[config.mk]
export PLATFORM = sky130hd
export DESIGN_NAME = ant_world
export DESIGN_NICKNAME = d
export VERILOG_FILES = /design/src/rtl/ant_world.sv
export SDC_FILE = /design/constraint.sdc
export NUM_CORES = 1
export LEC_CHECK = 0
export BUFFER_PORTS_ARGS = -buffer_cell sky130_fd_sc_hd__buf_4
export CELL_PAD_IN_SITES_DETAIL_PLACEMENT = 1
export CELL_PAD_IN_SITES_GLOBAL_PLACEMENT = 1
export CORE_ASPECT_RATIO = 1.75
export CORE_MARGIN = 2
export CORE_UTILIZATION = 37
export DETAILED_ROUTE_END_ITERATION = 6
export PLACE_DENSITY = 0.71
export SLEW_MARGIN = 20
export SYNTH_ARGS = -nofsm -noshare
export SYNTH_HDL_FRONTEND = slang
export SYNTH_SLANG_ARGS = --single-unit
[constraint.sdc]
create_clock -name clk -period 3.7 [get_ports clk]
set_input_delay 0.37 -clock clk [delete_from_list [all_inputs] [get_ports clk]]
set_output_delay 0.37 -clock clk [all_outputs]
set_load 0.005 [all_outputs]
[src/rtl/ant_world.sv]
// Ant walking an 8x8 walled arena: one action committed every STEP_CYC cycles,
// with a per-cell pheromone map and combinational wall sensors around the ant.
`ifndef PH_WIDTH
`define PH_WIDTH 4
`endif
`ifndef HALT
`define HALT 2'd0
`endif
`ifndef RIGHT
`define RIGHT 2'd1
`endif
`ifndef LEFT
`define LEFT 2'd2
`endif
`ifndef FORWARD
`define FORWARD 2'd3
`endif

module ant_world #(
    parameter int unsigned STEP_CYC  = 4,
    parameter logic [2:0]  START_X   = 3'd0,
    parameter logic [2:0]  START_Y   = 3'd0,
    parameter logic [1:0]  START_DIR = 2'd1,
    parameter logic [2:0]  EXIT_X    = 3'd7,
    parameter logic [2:0]  EXIT_Y    = 3'd7,
    parameter logic [63:0] WALL_MAP  = 64'h0,
    parameter int unsigned MAX_STEPS = 1000
) (
    input  logic                 clk,
    input  logic                 rst_n,
    input  logic [1:0]           move,
    input  logic [`PH_WIDTH-1:0] ph_drop,
    output logic                 ant_l,
    output logic                 ant_r,
    output logic                 hit,
    output logic                 escape,
    output logic [`PH_WIDTH-1:0] ph_detected,
    output logic [2:0]           pos_x,
    output logic [2:0]           pos_y,
    output logic [1:0]           heading,
    output logic [15:0]          step_cnt,
    output logic [15:0]          hit_cnt,
    output logic                 timeout
);
    localparam int unsigned     CntW    = (STEP_CYC > 1) ? $clog2(STEP_CYC) : 1;
    localparam logic [CntW-1:0] CntLast = CntW'(STEP_CYC - 1);

    // Neighbour cell as {x, y}, each 5 bits so that -1 and 8 stay distinguishable.
    function automatic logic [9:0] step_cell(input logic [2:0] x, input logic [2:0] y,
                                             input logic [1:0] dir);
        logic [4:0] nx;
        logic [4:0] ny;
        nx = {2'b00, x};
        ny = {2'b00, y};
        unique case (dir)
            2'd0:    ny = ny - 5'd1;
            2'd1:    nx = nx + 5'd1;
            2'd2:    ny = ny + 5'd1;
            default: nx = nx - 5'd1;
        endcase
        return {nx, ny};
    endfunction

    // -1 wraps to 5'b11111 and 8 is 5'b01000: any upper bit set means off-grid.
    function automatic logic cell_blocked(input logic [9:0] c);
        return (c[9:8] != 2'b00) || (c[4:3] != 2'b00) || WALL_MAP[{c[2:0], c[7:5]}];
    endfunction

    logic [CntW-1:0]        cyc_q, cyc_d;
    logic [2:0]             pos_x_q, pos_x_d, pos_y_q, pos_y_d;
    logic [1:0]             dir_q, dir_d;
    logic [15:0]            step_q, step_d, hit_q, hit_d;
    logic                   timeout_q, timeout_d;
    logic [`PH_WIDTH-1:0]   ph_map_q [64];
    logic                   map_we;
    logic [5:0]             cur_idx;
    logic [9:0]             ahead_c;
    logic                   commit, frozen;

    assign commit  = (cyc_q == CntLast);
    assign cur_idx = {pos_y_q, pos_x_q};
    assign ahead_c = step_cell(pos_x_q, pos_y_q, dir_q);

    assign hit         = cell_blocked(ahead_c);
    assign ant_l       = cell_blocked(step_cell(pos_x_q, pos_y_q, dir_q - 2'd1));
    assign ant_r       = cell_blocked(step_cell(pos_x_q, pos_y_q, dir_q + 2'd1));
    assign escape      = (pos_x_q == EXIT_X) && (pos_y_q == EXIT_Y);
    assign frozen      = escape || timeout_q;
    assign ph_detected = ph_map_q[cur_idx];

    assign pos_x    = pos_x_q;
    assign pos_y    = pos_y_q;
    assign heading  = dir_q;
    assign step_cnt = step_q;
    assign hit_cnt  = hit_q;
    assign timeout  = timeout_q;

    always_comb begin
        cyc_d     = commit ? '0 : cyc_q + CntW'(1);
        pos_x_d   = pos_x_q;
        pos_y_d   = pos_y_q;
        dir_d     = dir_q;
        step_d    = step_q;
        hit_d     = hit_q;
        timeout_d = timeout_q;
        map_we    = 1'b0;
        if (commit && !frozen) begin
            map_we = 1'b1;
            case (move)
                `LEFT:  dir_d = dir_q - 2'd1;
                `RIGHT: dir_d = dir_q + 2'd1;
                `FORWARD: begin
                    if (hit) begin
                        hit_d = (hit_q == 16'hFFFF) ? hit_q : hit_q + 16'd1;
                    end else begin
                        pos_x_d = ahead_c[7:5];
                        pos_y_d = ahead_c[2:0];
                    end
                end
                default: ;
            endcase
            step_d = (step_q == 16'hFFFF) ? step_q : step_q + 16'd1;
            if ({16'd0, step_d} >= MAX_STEPS) begin
                timeout_d = 1'b1;
            end
        end
    end

    always_ff @(posedge clk) begin
        if (!rst_n) begin
            cyc_q     <= '0;
            pos_x_q   <= START_X;
            pos_y_q   <= START_Y;
            dir_q     <= START_DIR;
            step_q    <= '0;
            hit_q     <= '0;
            timeout_q <= 1'b0;
        end else begin
            cyc_q     <= cyc_d;
            pos_x_q   <= pos_x_d;
            pos_y_q   <= pos_y_d;
            dir_q     <= dir_d;
            step_q    <= step_d;
            hit_q     <= hit_d;
            timeout_q <= timeout_d;
        end
    end

    // The drop lands on the cell the ant occupied before this commit's move.
    always_ff @(posedge clk) begin
        if (!rst_n) begin
            for (int i = 0; i < 64; i++) begin
                ph_map_q[i] <= '0;
            end
        end else if (map_we) begin
            ph_map_q[cur_idx] <= ph_drop;
        end
    end

endmodule
==> results.json, run 1 <==
{
  "status": "completed",
  "clk_pin_slew_worst_paths_ns": 0.07,
  "grt_pass1_wl_um": 63500,
  "p_switching_uw": 1570,
  "ctsHtreeMaxLevel": 1,
  "die_w_um": 156,
  "power_leakage_uw": 0.00668,
  "pwr-share-seq_pct": 52.9,
  "min_path_type": "in2reg",
  "dieArea_sq_mm": 0.0422,
  "p_per_area_mw_per_mm2": 434,
  "rrSetupSlack_ns": 0.63,
  "core_sq_mm": 0.0401,
  "fin_setup_tns_ns": 0,
  "drive_gt1_share_pct": 17.4,
  "rows": 97,
  "cts_tree": "yes",
  "die_h_um": 270,
  "dr.pass1.iters": 5,
  "p_sw_share_pct": 21.5,
  "utilization_pct": 41.9,
  "whs_endpoint": "step_cnt[6]",
  "fmax_mhz": 281,
  "ir_drop_v": 0.000319,
  "wl_um": 41200,
  "r2r_end": "ph_map_q[34][1]",
  "synth_cell_types": 60,
  "cp_data_arrival_time_ns": 3.19,
  "synthDominantCellAreaShare_pct": 51.3,
  "synth_area_leaders": "edfxtp_1 (51%), and3_1 (9.6%), mux4_2 (9.0%)",
  "grt.total_usage_pct": 19.6,
  "max_slew_margin_pct": 37.1,
  "io_pins": 57,
  "drtIter0Drc": 608,
  "setup_viol": 0,
  "cp_max_fo": 13,
  "async_flop_share_pct": 0,
  "clock_latency_ns": 0.56,
  "finalNetCount": 1239,
  "synth_edf_count": 256,
  "grt_antenna_before_repair": 0,
  "portBuffers": 56,
  "synth_area_sq_mm": 0.0150,
  "yosysSeqAreaShare_pct": 57.8,
  "synth_top_area_cell": "edfxtp_1",
  "gp_congestion": 0.809,
  "grt_overflow": 0,
  "ant_nets": 0,
  "cts_num_sinks": 305,
  "cp-end-kind": "primary output",
  "dp_hpwl_um": 27300,
  "grt_pass1_vias": 10800,
  "cts_resized": 0,
  "drc": 0,
  "cap_violations": 0,
  "syn_inst": 1230,
  "grt_max_degree": 71,
  "r2r_cells": 8,
  "start_util_pct": 37.4,
  "cts_root_buf": "clkbuf_16",
  "fin_skew_ns": 0.0136,
  "ys_ff_latch": 305,
  "combPwrFrac_pct": 3.9,
  "syn_nets": 1255,
  "required_ns": 3.33,
  "total_power_uw": 7300,
  "hp-start": "rst_n",
  "synth_flop_cell": "edfxtp_1",
  "cts_inserted_buffers": 29,
  "fin_crit_ns": 3.56,
  "wire_per_inst_um": 23.8,
  "p_clk_share_pct": 43.2,
  "antenna_cells": 0,
  "hold_depth": 3,
  "intPower_uw": 5730,
  "worstSetupPathType": "reg2out",
  "rr_startpoint": "pos_x[1]",
  "area_growth_pct": 12.0,
  "routed_via_density": 5.82,
  "rsz0062_at_grt": "false",
  "vias": 10100,
  "start_kind": "register",
  "worstMarginPinSlew_ns": 0.944,
  "avgSynthCellArea_sq_um": 12.2,
  "hold_violations": 0,
  "fin_crit_sh_pct": 96.1,
  "slew_violations": 0,
  "ys.warnings.count": 0,
  "clk_path_buf_depth": 3
}
[power by group through the flow]
stage	clock network [uW]	logic (uW)	registers, uW
2_1_floorplan	0	195	3900
3_3_place_gp	0	278	3930
3_5_place_dp	0	288	3940
4_1_cts	3230	292	3860
5_1_grt	3350	310	3860
6_report	3150	285	3860
[sequential cells by signal, indices dropped and copies added, names as in the netlist, named ones only]
signal    flops
ph_map_q    256
hit_cnt      16
step_cnt     16
pos_x         3
pos_y         3
cyc_q         2
heading       2
timeout       1
[synth_stat cells, types with 14 or more instances]
master	n
a21oi_1	36
a22oi_1	28
and2_1	36
and3_1	230
clkbuf_1	114
dfxtp_1	49
edfxtp_1	256
ha_1	17
inv_1	19
mux4_2	60
nand2_1	140
nand3_1	23
nor2_1	28
nor3_1	26
o21ai_0	14
or4_1	18
[how the worst max path moves through the flow]
stage               slack, ns               to  startpoint  cells past startpoint
floorplan                1.21  ph_map_q[56][0]    pos_y[1]                      8
global placement         0.54   ph_detected[0]    register                      6
detailed placement       0.52   ph_detected[0]    register                      6
CTS                      0.07   ph_detected[0]    register                      6
global route            0.005   ph_detected[0]    register                      6
finish                   0.14   ph_detected[3]    register                      6
[cell type report]
class / count / area, sq um
tap: 495 / 619
sequential: 305 / 8670
multi-input combinational: 772 / 5740
fill: 4204 / 23300
clock buffer: 34 / 764
inverter: 19 / 71.3
clock inverter: 19 / 233
timing repair buffer: 87 / 698
[worst max-delay path, stage by stage (launching register included)]
cell and delay, ns:
dfxtp_4 0.52, mux4_1 0.60, a22o_1 0.26, a221oi_1 0.42, nor3_1 0.12, or4_1 0.53, buf_4 0.16
[logic make-up after synthesis]
kind of cell,synth area share (%)
mux,10.1
simple gates,19.9
flops,57.8
compound gates,5.63
xor+xnor,0.818
buf+inv,4.30
fa+ha+maj,1.42
[routing by layer]
metal | track usage, % | routed length [um] | vias up
met5 | 0 | 0 | -
met4 | 8.62 | 1930 | 0
met3 | 2.12 | 1460 | 85
met2 | 38.1 | 23100 | 249
met1 | 21.0 | 14700 | 5140
li1 | - | - | 4597
[per-stage QoR]
step           instance area, sq um  worst slack (ns)  hold slack [ns]  instances
5_1_grt                       16800           0.00508            0.127       1731
6_report                      16800             0.143            0.131       1731
3_3_place_gp                  15800             0.540            0.417       1677
2_1_floorplan                 15000              1.21            0.408       1230
4_1_cts                       16800            0.0745           0.0908       1731
3_5_place_dp                  15800             0.523            0.430       1677
[repair_timing]
item                                    4_1_cts  5_1_grt
endpoints found under the setup margin        3        0
hold endpoints to repair                      0        0
buffers inserted                              1        0
hold buffers                                  0        0
[layout by cell type (no fill, tap or decap), types with 3 or more instances in the layout]
| cell type | n |
|---|---|
| a21oi_1 | 36 |
| a221oi_1 | 3 |
| a22o_1 | 6 |
| a22oi_1 | 28 |
| a31oi_1 | 3 |
| and2_1 | 36 |
| and3_1 | 230 |
| buf_12 | 3 |
| buf_4 | 83 |
| bufinv_16 | 5 |
| clkbuf_1 | 3 |
| clkbuf_16 | 29 |
| clkinv_1 | 3 |
| clkinv_2 | 6 |
| dfxtp_1 | 47 |
| edfxtp_1 | 256 |
| ha_1 | 17 |
| inv_1 | 19 |
| mux2i_1 | 4 |
| mux4_1 | 4 |
| mux4_2 | 60 |
| nand2_1 | 140 |
| nand2b_1 | 8 |
| nand3_1 | 23 |
| nand4_1 | 9 |
| nor2_1 | 28 |
| nor2b_1 | 4 |
| nor3_1 | 18 |
| nor3_2 | 8 |
| nor3b_1 | 3 |
| nor4_1 | 7 |
| o21ai_0 | 14 |
| o311ai_0 | 3 |
| o31ai_1 | 12 |
| or2_2 | 3 |
| or3_1 | 5 |
| or4_1 | 18 |
| xnor2_1 | 9 |
| xor2_1 | 5 |
Power figures use the tool's default switching activity.
==> inputs of run 2 (changes only) <==
Settings changed: REMOVE_ABC_BUFFERS set to 1.
==> results.json, run 2 (same netlist as run 1, synthesis figures left out) <==
{
  "cp_slowest_cell": "or4_1",
  "portBuffers": 56,
  "p_clk_share_pct": 45.4,
  "largest_reg_flops": 256,
  "worstSetupPathType": "reg2out",
  "cts_resized": 0,
  "core_sq_mm": 0.0401,
  "n_fill_cell": 4214,
  "fin_skew_ns": 0.0217,
  "slew_violations": 0,
  "start_util_pct": 37.4,
  "routed_via_density": 5.78,
  "die_w_um": 156,
  "intPower_uw": 5950,
  "cts_num_sinks": 305,
  "dp_slack_ns": 0.593,
  "drive_gt1_share_pct": 18.1,
  "fin_setup_tns_ns": 0,
  "combPwrFrac_pct": 3.7,
  "clk_pin_slew_worst_paths_ns": 0.07,
  "area_growth_pct": 13.0,
  "fin_crit_sh_pct": 95.9,
  "final_cell_count_no_fill": 1739,
  "max_slew_margin_pct": 37.9,
  "vias": 10100,
  "grt_pass1_wl_um": 62700,
  "cts_inserted_buffers": 31,
  "dp.cells": 1680,
  "cp_common_cell": "buf_4",
  "io_pins": 57,
  "drc": 0,
  "grt_overflow": 0,
  "status": "completed",
  "top_register": "ph_map_q",
  "path_cells": "buf_4, mux4_2, a22oi_1, a21oi_1, or4_1, buf_4",
  "dp_hpwl_um": 26000,
  "rsz0062_at_grt": "false",
  "clock_latency_ns": 0.59,
  "dieArea_sq_mm": 0.0422,
  "rows": 97,
  "cap_violations": 0,
  "p_sw_share_pct": 21.5,
  "grt_max_degree": 65,
  "worst_slack_ns": 0.153,
  "required_ns": 3.33,
  "hold_ws_ns": 0.136,
  "cp_data_arrival_time_ns": 3.18,
  "grt.total_usage_pct": 19.2,
  "cts_root_buf": "clkbuf_16",
  "power_leakage_uw": 0.00677,
  "fin_crit_ns": 3.55,
  "p_per_area_mw_per_mm2": 448,
  "pwr-share-seq_pct": 50.9,
  "ant_nets": 0,
  "layout_common_cells": "edfxtp_1 (256), and3_1 (230), nand2_1 (140)",
  "setup_viol": 0,
  "cp-end-kind": "primary output",
  "cp_num_buf_inv": 2,
  "wire_per_inst_um": 23.0,
  "clk_path_buf_depth": 3,
  "start_kind": "register",
  "crit_family": "simple AND/OR/NAND/NOR gates",
  "cp_max_fo": 24,
  "die_h_um": 270,
  "drtIter0Drc": 766,
  "ctsHtreeMaxLevel": 1,
  "grt_pass1_vias": 10400,
  "worstMarginPinSlew_ns": 0.927,
  "antenna_cells": 0,
  "final_common_cell": "edfxtp_1",
  "gp_congestion": 0.813,
  "min_path_type": "in2reg",
  "cts_tree": "yes",
  "worst_path_largest_cell_delay_ns": 0.60,
  "finalNetCount": 1244,
  "ir_drop_v": 0.000321,
  "grt_antenna_before_repair": 0,
  "hold_violations": 0,
  "placed_area_sq_mm": 0.0158,
  "fmax_mhz": 282,
  "wl_um": 40000,
  "final_area_sq_mm": 0.0169,
  "p_switching_uw": 1630,
  "dr.pass1.iters": 5
}
-- run 2: final cells by class --
class	instances	area, sq um	share of cell area [%]
multi-input cells	772	5740	33.9
well taps	495	619	3.66
inverters	19	71.3	0.421
clock buffers	41	885	5.22
flip-flops and latches	305	8670	51.2
repair buffers	90	708	4.18
clock inverters	17	239	1.41
-- run 2: worst paths after layout --
path | startpoint | endpoint | slack [ns] | cells after the start
max | register | ph_detected[2] | 0.15 | 6
max reg2reg | pos_y[0] | ph_map_q[25][0] | 0.77 | 8
min | rst_n | heading[0] | 0.14 | 2
min reg2reg | cyc_q[0] | cyc_q[0] | 0.43 | 1
-- run 2: timing repair --
item | in CTS | in global routing
setup buffers | 1 | 0
setup endpoints to repair | 2 | 0
hold buffers | 0 | 0
-- run 2: metrics by stage --
stage	utilization (%)	total power, uW
4_1_cts	42.3	7640
6_report	42.3	7580
3_5_place_dp	39.4	4220
3_3_place_gp	39.4	4200
5_1_grt	42.3	7790
2_1_floorplan	-	4050
-- run 2: power groups by stage --
stage / Sequential (uW) / Clock (uW) / Combinational (uW)
floorplan: 3910 / 0 / 148
global placement: 3930 / 0 / 275
detailed placement: 3930 / 0 / 284
CTS: 3860 / 3490 / 287
global route: 3870 / 3620 / 307
finish: 3860 / 3440 / 282
-- run 2: routing by layer --
metal	part of all wire, %	routed length, um	GRT usage, %	vias up
met5	0	0	0	-
met4	2.1	855	4.93	0
met3	3.9	1580	1.83	52
met2	56	22400	37.0	231
met1	38	15200	22.3	5159
li1	-	-	-	4613
